[config.mk]
export PLATFORM = sky130hd
export DESIGN_NAME = datapath_trace_monitor
export DESIGN_NICKNAME = d
export VERILOG_FILES = /design/src/rtl/datapath_trace_monitor.sv
export SDC_FILE = /design/constraint.sdc
export NUM_CORES = 1
export LEC_CHECK = 0
export CAP_MARGIN = 40
export CORE_MARGIN = 4
export CORE_UTILIZATION = 66
export CTS_BUF_LIST = sky130_fd_sc_hd__clkbuf_4
export DETAILED_ROUTE_END_ITERATION = 8
export GPL_ROUTABILITY_DRIVEN = 0
export PLACE_DENSITY_LB_ADDON = 0.12
export SYNTH_ARGS = -nofsm -noshare
export SYNTH_HDL_FRONTEND = slang
export SYNTH_SLANG_ARGS = --single-unit
[constraint.sdc]
create_clock -name clk -period 27.2 [get_ports clk]
set_input_delay 6.8 -clock clk [delete_from_list [all_inputs] [get_ports clk]]
set_output_delay 6.8 -clock clk [all_outputs]
set_load 0.01 [all_outputs]
[src/rtl/datapath_trace_monitor.sv]
// Retirement trace monitor: captures one {pc, instr, result, flags} entry per
// RUN cycle into a FIFO and stops on ecall, a spinning PC, or a cycle budget.
module datapath_trace_monitor #(
    parameter int XLEN           = 32,
    parameter int DEPTH          = 16,
    parameter int TIMEOUT_CYCLES = 200,
    parameter int HALT_REPEAT    = 4
) (
    input  logic                       clk,
    input  logic                       rst,
    input  logic [XLEN-1:0]            pc,
    input  logic [31:0]                instr,
    input  logic                       reg_write,
    input  logic [XLEN-1:0]            alu_out,
    input  logic                       mem_read,
    input  logic                       mem_write,
    input  logic                       trace_ready,
    output logic                       trace_valid,
    output logic [XLEN-1:0]            trace_pc,
    output logic [31:0]                trace_instr,
    output logic [XLEN-1:0]            trace_result,
    output logic [2:0]                 trace_flags,
    output logic [31:0]                retired_count,
    output logic [$clog2(DEPTH):0]     fifo_count,
    output logic                       halted,
    output logic                       timeout,
    output logic                       overflow,
    output logic [1:0]                 dbg_state
);

    localparam int AW = $clog2(DEPTH);
    localparam int CW = AW + 1;
    localparam int TW = $clog2(TIMEOUT_CYCLES + 1);
    localparam int RW = $clog2(HALT_REPEAT + 1);
    localparam logic [31:0] ECALL = 32'h0000_0073;

    typedef enum logic [1:0] {IDLE, RUN, HALTED, TIMEOUT} state_t;

    // Handshake: an entry leaves the FIFO on a rising edge where
    // trace_valid && trace_ready; trace_valid is purely registered state.

    state_t          state;
    logic [XLEN-1:0] mem_pc     [DEPTH];
    logic [31:0]     mem_instr  [DEPTH];
    logic [XLEN-1:0] mem_result [DEPTH];
    logic [2:0]      mem_flags  [DEPTH];
    logic [AW-1:0]   wr_ptr;
    logic [AW-1:0]   rd_ptr;
    logic [CW-1:0]   count;
    logic [XLEN-1:0] prev_pc;
    logic [RW-1:0]   same_cnt;
    logic [TW-1:0]   run_cnt;

    logic capture, pop, full, push, pc_repeat, halt_hit, time_hit;

    always_comb begin
        capture   = (state == RUN);
        pop       = (count != '0) && trace_ready;
        full      = (count == CW'(DEPTH));
        push      = capture && (!full || pop);
        pc_repeat = (pc == prev_pc);
        halt_hit  = capture && ((instr == ECALL) ||
                    (pc_repeat && (same_cnt == RW'(HALT_REPEAT - 1))));
        time_hit  = capture && (run_cnt == TW'(TIMEOUT_CYCLES - 1));
    end

    // Storage needs no reset; validity is tracked by count and the pointers.
    always_ff @(posedge clk) begin
        if (!rst && push) begin
            mem_pc[wr_ptr]     <= pc;
            mem_instr[wr_ptr]  <= instr;
            mem_result[wr_ptr] <= alu_out;
            mem_flags[wr_ptr]  <= {mem_write, mem_read, reg_write};
        end
    end

    always_ff @(posedge clk) begin
        if (rst) begin
            state         <= IDLE;
            wr_ptr        <= '0;
            rd_ptr        <= '0;
            count         <= '0;
            prev_pc       <= '0;
            same_cnt      <= '0;
            run_cnt       <= '0;
            retired_count <= '0;
            halted        <= 1'b0;
            timeout       <= 1'b0;
            overflow      <= 1'b0;
        end else begin
            case (state)
                IDLE: state <= RUN;
                RUN: begin
                    // Halt takes priority when both stop conditions coincide.
                    if (halt_hit) begin
                        state  <= HALTED;
                        halted <= 1'b1;
                    end else if (time_hit) begin
                        state   <= TIMEOUT;
                        timeout <= 1'b1;
                    end
                end
                default: state <= state;
            endcase

            if (capture) begin
                retired_count <= retired_count + 32'd1;
                prev_pc       <= pc;
                same_cnt      <= pc_repeat ? same_cnt + RW'(1) : '0;
                run_cnt       <= run_cnt + TW'(1);
                if (full && !pop) overflow <= 1'b1;
            end

            if (push) wr_ptr <= wr_ptr + AW'(1);
            if (pop)  rd_ptr <= rd_ptr + AW'(1);
            if (push && !pop)      count <= count + CW'(1);
            else if (pop && !push) count <= count - CW'(1);
        end
    end

    assign trace_valid  = (count != '0);
    assign trace_pc     = mem_pc[rd_ptr];
    assign trace_instr  = mem_instr[rd_ptr];
    assign trace_result = mem_result[rd_ptr];
    assign trace_flags  = mem_flags[rd_ptr];
    assign fifo_count   = count;
    assign dbg_state    = state;

endmodule

==> results.cfg, run 1 <==
[setup_path]
arrival_ns = 5.56
reg2reg_from = dbg_state[1]
reg2reg_to = mem_instr[9][16]
critPathKind = reg2out
cp_max_fo = 45
worstSetupEndpointType = primary output
required_ns = 20.40
rrSetupSlack_ns = 23.34
reg2regPathDepth = 6
critPathLaunchType = flip-flop

[cells_and_area]
drive_above_1_share_pct = 34.3
final_nets = 3459
syn_to_final_growth_pct = 15.6

[clock_network]
root_buffer = clkbuf_4
clk_latency_ns = 1.21
cts_tree = yes
cts.repair.resized = 0
cts_hold_buffers = 0
clkTransAtPathRegs_ns = 0.06
numCtsBuffers = 413
cts_setup_buffers = 0
cts_max_level = 5
cts.sinks = 1681
clockBufferDepth = 4

[logic_synthesis]
synth_area_leaders = edfxtp_1, mux4_2, dfxtp_1
synth_seq_area_share_pct = 77.6
yosysMostFrequentCell = edfxtp_1
ys_async_sr_fraction_pct = 0
synthTopCellsByCount = edfxtp_1, mux4_2, nand2_1
synth_compound_area_share_pct = 0.612
avgSynthCellArea_um2 = 23.4
synth_top_family_by_area = multiplexers
synth_cell_types = 47
syn-cell-area_mm2 = 0.0638
ys_seq_elements = 1681
ys_warn_count = 0
synth_edf_count = 1584
synth_ff_type = edfxtp_1
synth.net_count = 2843
synth-xor-area-share_pct = 0.988
synth_top_area_share_pct = 74.5
synth_top_area_cell = edfxtp_1
synthAdderAreaFrac_pct = 0.286
synth_cells = 2727
muxShareOfSynthArea_pct = 17.5
synth_simple_gate_area_share_pct = 1.90

[timing]
finalMaxSlewViolations = 0
tns_ns = 0
setup_viol = 0
period_share_pct = 45.4
worstMarginPinSlew_ns = 1.04
rsz0062_at_grt = no
max_slew_margin_pct = 30.9
clock_skew_ns = 0.0866
finalCriticalPeriod_ns = 12.36
hold_violations = 0
max_freq_mhz = 80.9

[floorplan]
core_area_mm2 = 0.0954
initial_utilization_pct = 66.9
die_w_um = 319
die_h_um = 319
num_rows = 113
io-pin-count = 244
dieArea_mm2 = 0.102

[pwr]
irDropWorstVdd_uv = 58.3
power_density_mw_per_mm2 = 82.6
power.leakage_nw = 23.2
power_w = 0.00610

[routing]
dr.pass1.iters = 5
num_vias = 31500
viasPerCell = 6.37
post-route-drc-count = 0
wire_per_inst_um = 28.6
ant_nets = 0
wl_um = 141000
drtIter0Drc = 3725

[grt]
grt_max_degree = 93
antenna_found_initial = 18
grt_pass1_vias = 33800
grt_usage_pct = 28.5
grt-ovfl-total = 0
grt_first_pass_wirelength_um = 212000

[flow_run]
max_cap_viol_count = 0

[placement]
dpl.hpwl_um = 76400
port_buffers = 243

[run_status]
outcome = finished, final reports clean

[hold_path]
hold_depth = 2
min_path_type = reg2reg
min_to = prev_pc[11]
min-delay-start = prev_pc[11]
## cells in the final DEF (no fill, tap or decap), types with 10 or more instances in the layout
cell type	n
clkbuf_4	611
nor2_4	12
xnor2_1	45
buf_16	23
clkinv_1	100
clkdlybuf4s50_1	242
clkinv_2	15
a21oi_1	52
inv_1	10
nand3_1	14
diode_2	13
ha_1	13
nand2_1	99
nand4_1	20
dfxtp_1	93
edfxtp_1	1584
nor2_1	47
xor2_1	27
mux4_2	495
buf_4	60
## per-layer routing
layer / wire length, um / track usage, % / vias up
met5: 46 / 0 / -
met4: 3180 / 9.11 / 8
met2: 73000 / 46.9 / 1668
met1: 52000 / 39.2 / 16500
li1: - / - / 13100
met3: 13100 / 6.47 / 232
## critical path, stage by stage (launching register included)
cell and delay (ns):
dfxtp_4 0.61, buf_4 0.36, buf_16 0.30, buf_4 0.45, buf_16 0.29, buf_4 0.30
buf_16 0.33, mux4_2 0.57, mux4_2 0.52, clkdlybuf4s50_1 0.50
## layout make-up
cell class,count,area [um2]
clock buffer,611,4590
tap,1265,1580
sequential,1681,49500
timing repair buffer,335,3680
inverter,10,37.5
clock inverter,127,669
fill,4996,21600
multi-input combinational,902,13700
antenna,13,32.5
## worst max-delay path by stage
stage | start | endpoint | slack, ns | depth (start not counted)
after floorplan | trace_ready | mem_flags[3][0] | 12.51 | 4
after CTS | flip-flop | trace_result[11] | 14.55 | 9
final | flip-flop | trace_result[11] | 14.84 | 9
after global routing | flip-flop | trace_result[11] | 14.33 | 9
after global placement | flip-flop | trace_instr[10] | 15.28 | 6
after detailed placement | flip-flop | trace_instr[12] | 15.93 | 9
## cells by family after synthesis
| logic type | count (synthesis) |
|---|---|
| and+or+nand+nor | 248 |
| buffers and inverters | 144 |
| AOI/OAI and AO/OA | 71 |
| DFF | 1681 |
| muxes | 497 |
| adders and majority gates | 14 |
| xor gates and xnor gates | 72 |
## flip-flops by register name (all words and copies together) (netlist names), 4 cells and up, named ones only
name	count
fifo_count	5
wr_ptr	4
mem_instr	512
run_cnt	8
mem_flags	48
mem_result	512
retired_count	32
prev_pc	32
mem_pc	512
rd_ptr	4
## where the power goes
group	leakage (nW)	total (W)	internal [W]	switching, W
Combinational	5.03	0.00116	0.000654	0.000505
Sequential	15.1	0.00290	0.00287	0.0000313
Clock	3.12	0.00204	0.00108	0.000957
## through the flow
| stage | setup WS [ns] | cells | hold WS [ns] | instance area, um2 | util, % |
|---|---|---|---|---|---|
| global placement | 15.28 | 4162 | 0.443 | 67700 | 71.0 |
| detailed placement | 15.93 | 4193 | 0.462 | 68500 | 71.8 |
| global route | 14.33 | 4935 | 0.490 | 73800 | 77.3 |
| CTS | 14.55 | 4931 | 0.471 | 73800 | 77.3 |
| finish | 14.84 | 4944 | 0.469 | 73800 | 77.3 |
| floorplan | 12.51 | 2727 | 0.436 | 63800 | - |
Note: power is estimated with default switching activity, not from simulation.
==> run 2, diff against run 1 <==
Settings changed: CORE_UTILIZATION 66 to 63.
Clock period 27.2 ns to 12.9 ns, I/O delays scaled along.
==> run 2 against run 1 <==
Wire length down 1.7%. First-iteration DRC count decreased by 6.9%. Clock-buffer cell count down 27. Die area is 4.6% higher. Clock power is 100% higher. Clock skew down 0.0079 ns. Worst hold slack better by 0.0015 ns. Sequential cell count unchanged. Cell count rose by 0.79%. Sequential share of layout area is 0.29 points higher. Worst setup slack got worse by 10 ns. Critical path type unchanged. Largest cell class unchanged. Highest routed layer unchanged.
==> results.cfg, run 2 (synthesis results as in run 1) <==
[setup_path]
worstSetupEndpointType = primary output
required_ns = 9.68
crit_top_cell = mux4_2
arrival_ns = 4.97
reg2reg_from = fifo_count[0]
reg2regPathDepth = 8
slowest_stage = buf_12
max_stage_delay_ns = 0.80
cp_max_fo = 124
critPathLaunchType = flip-flop
critPathKind = reg2out
cp_cell_sequence = buf_4, buf_12, mux4_2, mux4_2, clkdlybuf4s50_1
reg2reg_to = mem_result[9][21]
rrSetupSlack_ns = 9.32

[floorplan]
dieArea_mm2 = 0.106
io-pin-count = 244
die_w_um = 326
die_h_um = 326
num_rows = 116
core_area_mm2 = 0.100
initial_utilization_pct = 63.7

[clock_network]
cts_setup_buffers = 0
clk_latency_ns = 1.17
cts.repair.resized = 0
cts.sinks = 1681
numCtsBuffers = 416
cts_tree = yes
cts_hold_buffers = 0
clockBufferDepth = 4
cts_max_level = 5
root_buffer = clkbuf_4
clkTransAtPathRegs_ns = 0.07

[placement]
dpl.hpwl_um = 74200
port_buffers = 243

[grt]
grt_usage_pct = 26.8
grt_max_degree = 161
grt_pass1_vias = 33100
grt-ovfl-total = 0
grt_first_pass_wirelength_um = 209000
antenna_found_initial = 13

[timing]
setup_viol = 0
worstMarginPinSlew_ns = 1.03
period_share_pct = 63.5
rsz0062_at_grt = no
finalCriticalPeriod_ns = 8.19
tns_ns = 0
holdWs_ns = 0.471
max_freq_mhz = 122
finalMaxSlewViolations = 0
clock_skew_ns = 0.0787
max_slew_margin_pct = 31.0
hold_violations = 0

[pwr]
power_density_mw_per_mm2 = 172
irDropWorstVdd_uv = 136
power.leakage_nw = 23.0
power_w = 0.0126

[run_status]
outcome = finished, final reports clean

[routing]
post-route-drc-count = 0
ant_nets = 0
viasPerCell = 6.24
wl_um = 139000
num_vias = 31100
dr.pass1.iters = 5
drtIter0Drc = 3469
wire_per_inst_um = 27.9

[cells_and_area]
drive_above_1_share_pct = 33.6
layout_commonest_cell = edfxtp_1
syn_to_final_growth_pct = 15.1
fillers = 5711
register_area_mm2 = 0.0495
final_nets = 3459
multi_input_area_mm2 = 0.0137
final_cell_mix = edfxtp_1, clkbuf_4, mux4_2
top_regs = mem_instr (512), mem_pc (512), mem_result (512)

[flow_run]
max_cap_viol_count = 0

[hold_path]
min_to = prev_pc[25]
min-delay-start = prev_pc[25]
min_path_type = reg2reg
hold_depth = 2
run 2: cell count changes in the layout (fill, tap and decap cells not counted), moves of 4 or more:
cell	previous run	this run
clkbuf_4	611	584
clkinv_2	15	6
diode_2	13	8
buf_12	8	12
clkinv_1	100	92
buf_16	23	15
run 2: layout make-up:
type	instances	area share (%)
Multi-Input combinational cell	902	18.6
Inverter	10	0.0511
Clock buffer	584	5.97
Timing Repair Buffer	332	4.82
Clock inverter	109	0.798
Sequential cell	1681	67.4
Antenna cell	8	0.0272
Tap cell	1357	2.31
run 2: layer usage:
| metal | vias to the layer above | track usage (%) | part of all wire, % |
|---|---|---|---|
| met2 | 1588 | 43.1 | 51 |
| met5 | - | 0 | 0.039 |
| met3 | 189 | 6.42 | 9.0 |
| met1 | 16200 | 37.5 | 38 |
| li1 | 13100 | - | - |
| met4 | 8 | 8.12 | 2.0 |
run 2: power by group:
part           total, W  internal (W)  switching [W]
clock network   0.00415       0.00219        0.00196
logic           0.00238       0.00133        0.00106
registers       0.00609       0.00604      0.0000466
run 2: critical path: cells and delay by family, from the launching register on:
family | cells | cell delay, ns
DFF | 1 | 0.51
muxes | 2 | 1.09
buffers and inverters | 3 | 2.04
run 2: stage by stage:
stage / worst slack [ns] / instances / util, % / cell area [um2]
6_report: 4.71 / 4983 / 73.3 / 73500
5_1_grt: 4.27 / 4979 / 73.3 / 73500
4_1_cts: 4.46 / 4974 / 73.3 / 73500
3_5_place_dp: 5.69 / 4281 / 68.3 / 68500
3_3_place_gp: 5.65 / 4256 / 67.7 / 67900
2_1_floorplan: 1.78 / 2727 / - / 63800
run 2: worst max-delay path by stage:
stage / depth (start not counted) / end / startpoint
global route: 5 / trace_result[28] / flip-flop
CTS: 5 / trace_result[28] / flip-flop
floorplan: 4 / mem_flags[3][0] / trace_ready
global placement: 6 / mem_pc[5][26] / trace_ready
detailed placement: 7 / mem_result[9][22] / trace_ready
finish: 5 / trace_result[28] / flip-flop
